File: src/rtl/ag_w_ctrl_if.sv
// rtl/ag_w_ctrl_if.sv - start/done handshake and W_i RAM address bus for the weight address generator
interface ag_w_ctrl_if #(
    parameter int FEATURE_BITS = 4
);
    logic                        start;
    logic                        done;
    logic [2*FEATURE_BITS-1:0]   address;
    logic [FEATURE_BITS-2:0]     cs;

    modport master (
        output start,
        input  done,
        input  address,
        input  cs
    );

    modport slave (
        input  start,
        output done,
        output address,
        output cs
    );
endinterface

File: src/rtl/ag_w_ctrl.sv
// rtl/ag_w_ctrl.sv - weight address generator: sweeps every (cs, address) pair of the W_i RAMs once per start
module ag_w_ctrl #(
    parameter int FEATURE_BITS = 4
) (
    input  logic         sys_clk,
    input  logic         reset_n,
    ag_w_ctrl_if.slave   bus
);
    localparam int AW = 2 * FEATURE_BITS;
    localparam int CW = FEATURE_BITS - 1;

    localparam logic [AW-1:0] ADDR_LAST = '1;
    localparam logic [CW-1:0] CS_LAST   = '1;

    typedef enum logic [1:0] {
        IDLE   = 2'd0,
        RUN    = 2'd1,
        FINISH = 2'd2
    } state_t;

    state_t          r_state;
    logic [AW-1:0]   r_address;
    logic [CW-1:0]   r_cs;
    logic            r_done;

    state_t          w_next_state;
    logic [AW-1:0]   w_next_address;
    logic [CW-1:0]   w_next_cs;
    logic            w_next_done;
    logic            w_addr_last;
    logic            w_cs_last;

    assign w_addr_last = (r_address == ADDR_LAST);
    assign w_cs_last   = (r_cs == CS_LAST);

    // reset_n is active-high despite its name
    always_ff @(posedge sys_clk or posedge reset_n) begin
        if (reset_n) begin
            r_state   <= IDLE;
            r_address <= '0;
            r_cs      <= '0;
            r_done    <= 1'b0;
        end else begin
            r_state   <= w_next_state;
            r_address <= w_next_address;
            r_cs      <= w_next_cs;
            r_done    <= w_next_done;
        end
    end

    always_comb begin
        w_next_state   = r_state;
        w_next_address = r_address;
        w_next_cs      = r_cs;
        w_next_done    = 1'b0;

        case (r_state)
            IDLE: begin
                // the first RUN cycle presents (0, 0), so entering RUN keeps the counters cleared
                w_next_address = '0;
                w_next_cs      = '0;
                if (bus.start) begin
                    w_next_state = RUN;
                end
            end
            RUN: begin
                if (w_addr_last && w_cs_last) begin
                    w_next_state   = FINISH;
                    w_next_address = '0;
                    w_next_cs      = '0;
                    w_next_done    = 1'b1;
                end else if (w_addr_last) begin
                    w_next_address = '0;
                    w_next_cs      = r_cs + 1'b1;
                end else begin
                    w_next_address = r_address + 1'b1;
                end
            end
            FINISH: begin
                w_next_state   = IDLE;
                w_next_address = '0;
                w_next_cs      = '0;
            end
            default: begin
                w_next_state   = IDLE;
                w_next_address = '0;
                w_next_cs      = '0;
            end
        endcase
    end

    assign bus.address = r_address;
    assign bus.cs      = r_cs;
    assign bus.done    = r_done;
endmodule

File: src/flat_wrapper.sv
// flat-port wrapper written by rule: the top's interface ports become plain ports
module ag_w_ctrl_flat 
#(
    parameter int FEATURE_BITS = 4
)
  (sys_clk, reset_n, bus_start, bus_done, bus_address, bus_cs);
  ag_w_ctrl_if #(.FEATURE_BITS(FEATURE_BITS)) bus_i ();
  input  logic sys_clk;
  input  logic reset_n;
  input wire logic [$bits(bus_i.start)-1:0] bus_start;
  output wire logic [$bits(bus_i.done)-1:0] bus_done;
  output wire logic [$bits(bus_i.address)-1:0] bus_address;
  output wire logic [$bits(bus_i.cs)-1:0] bus_cs;
  assign bus_i.start = bus_start;
  assign bus_done = bus_i.done;
  assign bus_address = bus_i.address;
  assign bus_cs = bus_i.cs;
  ag_w_ctrl #(.FEATURE_BITS(FEATURE_BITS)) u_core (.sys_clk(sys_clk), .reset_n(reset_n), .bus(bus_i));
endmodule
File: config.mk
export PLATFORM = sky130hd
export DESIGN_NAME = ag_w_ctrl_flat
export DESIGN_NICKNAME = d
export VERILOG_FILES = /design/src/rtl/ag_w_ctrl_if.sv /design/src/rtl/ag_w_ctrl.sv /design/src/flat_wrapper.sv
export SDC_FILE = /design/constraint.sdc
export NUM_CORES = 1
export LEC_CHECK = 0
export CORE_MARGIN = 2
export CORE_UTILIZATION = 45
export DETAILED_ROUTE_END_ITERATION = 10
export PLACE_DENSITY_LB_ADDON = 0.05
export SYNTH_ARGS = -nofsm -noshare
export SYNTH_HDL_FRONTEND = slang
export SYNTH_SLANG_ARGS = --single-unit
File: constraint.sdc
create_clock -name sys_clk -period 1.85 [get_ports sys_clk]
set_input_delay 0.2775 -clock sys_clk [delete_from_list [all_inputs] [get_ports sys_clk]]
set_output_delay 0.2775 -clock sys_clk [all_outputs]
set_load 0.02 [all_outputs]
Word-level counts from Yosys, hierarchy flattened
Index checks and enable logic that the tools add are counted.
- mux-type cells: 11
- add/sub/neg operators: 2
- reductions and logical operators: 3
- equal/unequal tests: 6
- operators with widths (kind ; number):
    two-way mux 8 bit ; 3
    two-way mux 3 bit ; 3
    adder 8 x 1 -> 8 bit (second input constant) ; 1
    == test 8 bit (second input constant) ; 1
    two-way mux 2 bit ; 2
    case mux 2 bit (2 select lines) ; 1
    adder 3 x 1 -> 3 bit (second input constant) ; 1
    == test 3 bit (second input constant) ; 1
    != test 3 x 1 -> 1 bit (second input constant) ; 1
    == test 2 x 1 -> 1 bit (second input constant) ; 1
    zero test 2 bit ; 1
    two-way mux 1 bit ; 2
    != test 2 x 1 -> 1 bit (second input constant) ; 1
    != test 2 bit (second input constant) ; 1
    AND reduction 2 bit ; 1
    logical AND 1 bit ; 1
- register bits after elaboration: 14
- input port bits: 3
- word-level logic and storage cells: 26

Logic depth before layout (Yosys ltp)
- word-level depth: 4
- gate-level depth with buffers: 4
- depth with buffers taken out: 4

Worst setup path before layout
OpenSTA, ideal clock, no wires.
- kind: register to register
- start: register u_core.r_address[0] (netlist: u_core.bus.address[0])
- end: register u_core.r_cs[0] (netlist: u_core.bus.cs[0])
- cell stages (with the launch flop): 5
- buffers on the path: 0
- setup time: 0.078 ns
- path slack: 0.265 ns
- required time: 1.772 ns
- data arrival time: 1.507 ns
- cells stage by stage: dfrtp_1 -> ha_1 -> nand4_2 -> or4_1 -> a21oi_1
- cells in the longest elaborated chain, start to end: 4
- elaborated cells on any way between the ends: 5
- those cells by class: eq/ne: 2; mux: 2; reduce/logical: 1
- ends and longest elaborated chain (what ; line ; text):
    from (decl) ; ag_w_ctrl.sv:22 ; logic [AW-1:0] r_address;
    from (signal assigned) ; ag_w_ctrl.sv:45 ; r_address <= w_next_address;
    == test 8 bit (*) ; ag_w_ctrl.sv:33 ; assign w_addr_last = (r_address == ADDR_LAST);
    logical AND 1 bit ; ag_w_ctrl.sv:67 ; if (w_addr_last && w_cs_last) begin
    two-way mux 3 bit ; ag_w_ctrl.sv:67 ;
    two-way mux 3 bit ; ag_w_ctrl.sv:57 ; case (r_state)
    to (signal assigned) ; ag_w_ctrl.sv:46 ; r_cs <= w_next_cs;
    to (decl) ; ag_w_ctrl.sv:23 ; logic [CW-1:0] r_cs;
Mark *: on every way between the ends. The rest lies on a longest branch, timed or not.
A chain may end at the register's enable or synchronous reset.

Worst setup path in the final report
- start: register u_core.r_address[2] (netlist: u_core.bus.address[2])
- end: output bus_address[2]
- RTL lines (what ; line ; text):
    to (decl) ; flat_wrapper.sv:12 ; output wire logic [$bits(bus_i.address)-1:0] bus_address;
No word-level cell between the ends.

==> run_results.csv <==
group,metric,value,unit
detailed_routing,drc,0,
worst_setup_path,cp-end-kind,"output port",
detailed_routing,drtAntennaViolNets,0,
sta,rsz0062_at_grt,"no",
worst_setup_path,reg2reg_slack,0.24,ns
sta,tightest_slew,0.525,ns
detailed_routing,via_count,527,
sta,setup_viol,0,
sta,max_slew_margin,65.0,%
logic_synthesis,syn_nets,69,
grt,grt_pass1_wl,2.25,mm
logic_synthesis,syn_inst,63,
worst_setup_path,worst_setup_path_start_kind,"register",
power_and_ir_drop,powerDensity,1370,mW/mm²
final_layout,final_area,847,µm²
power_and_ir_drop,peakVddDrop,0.706,mV
clocking,worstSkewPairLatency,0.28,ns
detailed_routing,totalWireLength,1.30,mm
power_and_ir_drop,seq_power_share,42.4,%
final_layout,n_fill_cell,113,
clocking,cts_setup_buffers,0,
worst_setup_path,timing.rr.end,"u_core.bus.cs[0]",
grt,grt_pass1_vias,520,
power_and_ir_drop,p_clk_share,19.1,%
die,rows,13,
detailed_routing,via_per_inst,5.55,
detailed_routing,wl_per_cell,13.6,µm
clocking,path_clk_slew,0.09,ns
logic_synthesis,synth_area,656,µm²
worst_setup_path,path_buf_inv,1,
die,core,0.00133,mm²
grt,antenna_found_initial,0,
final_layout,areaGrowthSynthToFinish,29.2,%
worst_setup_path,path_delay_family,"buffers and inverters",
worst_setup_path,critPathMaxStageDelay,0.65,ns
logic_synthesis,synth_seq_cells,14,
final_layout,fin_util,63.5,%
power_and_ir_drop,p_sw,447,µW
logic_synthesis,avgSynthCellArea,10.4,µm²
grt,grt_max_degree,15,
sta,period_share,90.7,%
clocking,cts_root_buf,"clkbuf_4",
grt,overflow,0,
worst_setup_path,worstPathCellList,"clkdlybuf4s50_1",
sta,tns,0,ns
placed_design,dpl_cell_area,811,µm²
placed_design,place_congestion,0.737,
worst_setup_path,worstRegToRegCells,4,
worst_setup_path,critPathLaunch,"u_core.bus.address[2]",
sta,skew,0.00441,ns
final_layout,mostFrequentLayoutCells,"clkdlybuf4s50_1, dfrtp_1, nor2_1",
worst_setup_path,reg2reg_from,"u_core.bus.address[0]",
logic_synthesis,synthDistinctLibCells,24,
logic_synthesis,synth-seq-area-share,53.4,%
worst_setup_path,critical_path_class,"register to output port",
die,die_x,42.2,µm
run_status,status,"completed",
clocking,clock_sinks,14,
die,start_util,49.2,%
final_layout,layout-drive-gt1-share,7.50,%
grt,grt_usage,16.5,%
run,cap_violations,0,
min_path,worstHoldPathType,"input port to asynchronous set/reset pin",
logic_synthesis,yosysWarnings,0,
clocking,h-tree-depth,1,
sta,fmaxAchievable,596,MHz
final_layout,nNetsFinal,87,
power_and_ir_drop,switching_share,38.6,%
sta,fin_crit,1.68,ns
clocking,cts_tree,"done",
clocking,numCtsBuffers,3,
worst_setup_path,crit_arrival,1.40,ns
worst_setup_path,critical_path_required,1.57,ns
clocking,cts_resized,0,
placed_design,dp_hpwl,899,µm
power_and_ir_drop,combPwrFrac,38.5,%
detailed_routing,drt-initial-drc-count,12,
power_and_ir_drop,leakage,0.000373,µW
power_and_ir_drop,power.total,1160,µW
detailed_routing,drt_pass1_iterations,4,
final_layout,antenna_cells,0,
placed_design,port_buffers,14,
worst_setup_path,cp_slowest_cell,"clkdlybuf4s50_1",
power_and_ir_drop,p_int,711,µW
sta,hold_viol,0,
die,dieArea,0.00178,mm²
clocking,clock_path_buffers,2,
clocking,ctsHoldBuffers,0,
worst_setup_path,crit_fanout,6,
sta,slew_viol_final,0,
die,pin_count,15,
die,die_h,42.2,µm
[metal layers]
layer | track usage [%] | vias to the layer above | routed length (µm)
li1 | - | 261 | -
met1 | 21.8 | 249 | 658
met2 | 25.5 | 13 | 569
met3 | 3.88 | 4 | 48
met4 | 7.50 | 0 | 19
met5 | 0 | - | 0
[Yosys cell counts]
master | n | area (µm²)
dfrtp_1 | 14 | 350
nor2_1 | 7 | 26.3
o21ai_0 | 5 | 25.0
a21oi_1 | 4 | 20.0
ha_1 | 3 | 37.5
inv_1 | 3 | 11.3
nand2_1 | 3 | 11.3
nand3_1 | 3 | 15.0
nand4b_1 | 2 | 17.5
nor3_1 | 2 | 10.0
or3_1 | 2 | 12.5
or4_1 | 2 | 15.0
xor2_1 | 2 | 17.5
a211oi_1 | 1 | 7.51
a311oi_1 | 1 | 8.76
a31oi_1 | 1 | 6.26
and3_1 | 1 | 6.26
and4_1 | 1 | 8.76
clkbuf_1 | 1 | 3.75
nand2b_1 | 1 | 6.26
nand3_2 | 1 | 10.0
nand4_2 | 1 | 12.5
o211ai_1 | 1 | 7.51
xnor2_1 | 1 | 8.76
[registers in the layout, summed over array words and instances (netlist names)]
signal	flops
u_core.r_state	2
u_core.bus.done	1
u_core.bus.address	8
u_core.bus.cs	3
[metrics by stage]
stage / std cells / worst slack [ns] / hold slack, ns
after CTS: 95 / 0.166 / 0.349
after global placement: 91 / 0.295 / 0.400
after floorplan: 63 / 0.265 / 0.167
final: 95 / 0.172 / 0.326
after detailed placement: 91 / 0.284 / 0.408
after global routing: 95 / 0.105 / 0.384
[area by class of cell]
| class | count | area, µm² | area share, % |
|---|---|---|---|
| flip-flops and latches | 14 | 350 | 41.4 |
| multi-input cells | 45 | 290 | 34.3 |
| repair buffers | 14 | 140 | 16.5 |
| clock buffers | 4 | 36.3 | 4.28 |
| well taps | 15 | 18.8 | 2.22 |
| inverters | 3 | 11.3 | 1.33 |
[power by group through the flow]
stage	logic, µW	registers [µW]	clock network (µW)
2_1_floorplan	170	568	0
3_3_place_gp	439	491	0
3_5_place_dp	447	494	0
4_1_cts	449	490	225
5_1_grt	486	507	235
6_report	446	491	221
[cell families after synthesis]
kind of cell             share of synthesized area (%)
XOR/XNOR                                          4.01
adder cells (fa/ha/maj)                           5.73
flip-flops                                        53.4
buffers and inverters                             2.29
AND/OR/NAND/NOR                                   23.1
AO/OA/AOI/OAI                                     11.5
[how the worst max path moves through the flow]
stage | endpoint | slack (ns) | cells after the start
after floorplan | u_core.bus.cs[0] | 0.27 | 4
after global placement | u_core.bus.cs[0] | 0.29 | 4
after detailed placement | u_core.bus.cs[0] | 0.28 | 4
after CTS | bus_address[2] | 0.17 | 1
after global routing | bus_address[2] | 0.11 | 1
final | bus_address[2] | 0.17 | 1
No activity file was read; power rests on OpenSTA's default activity.
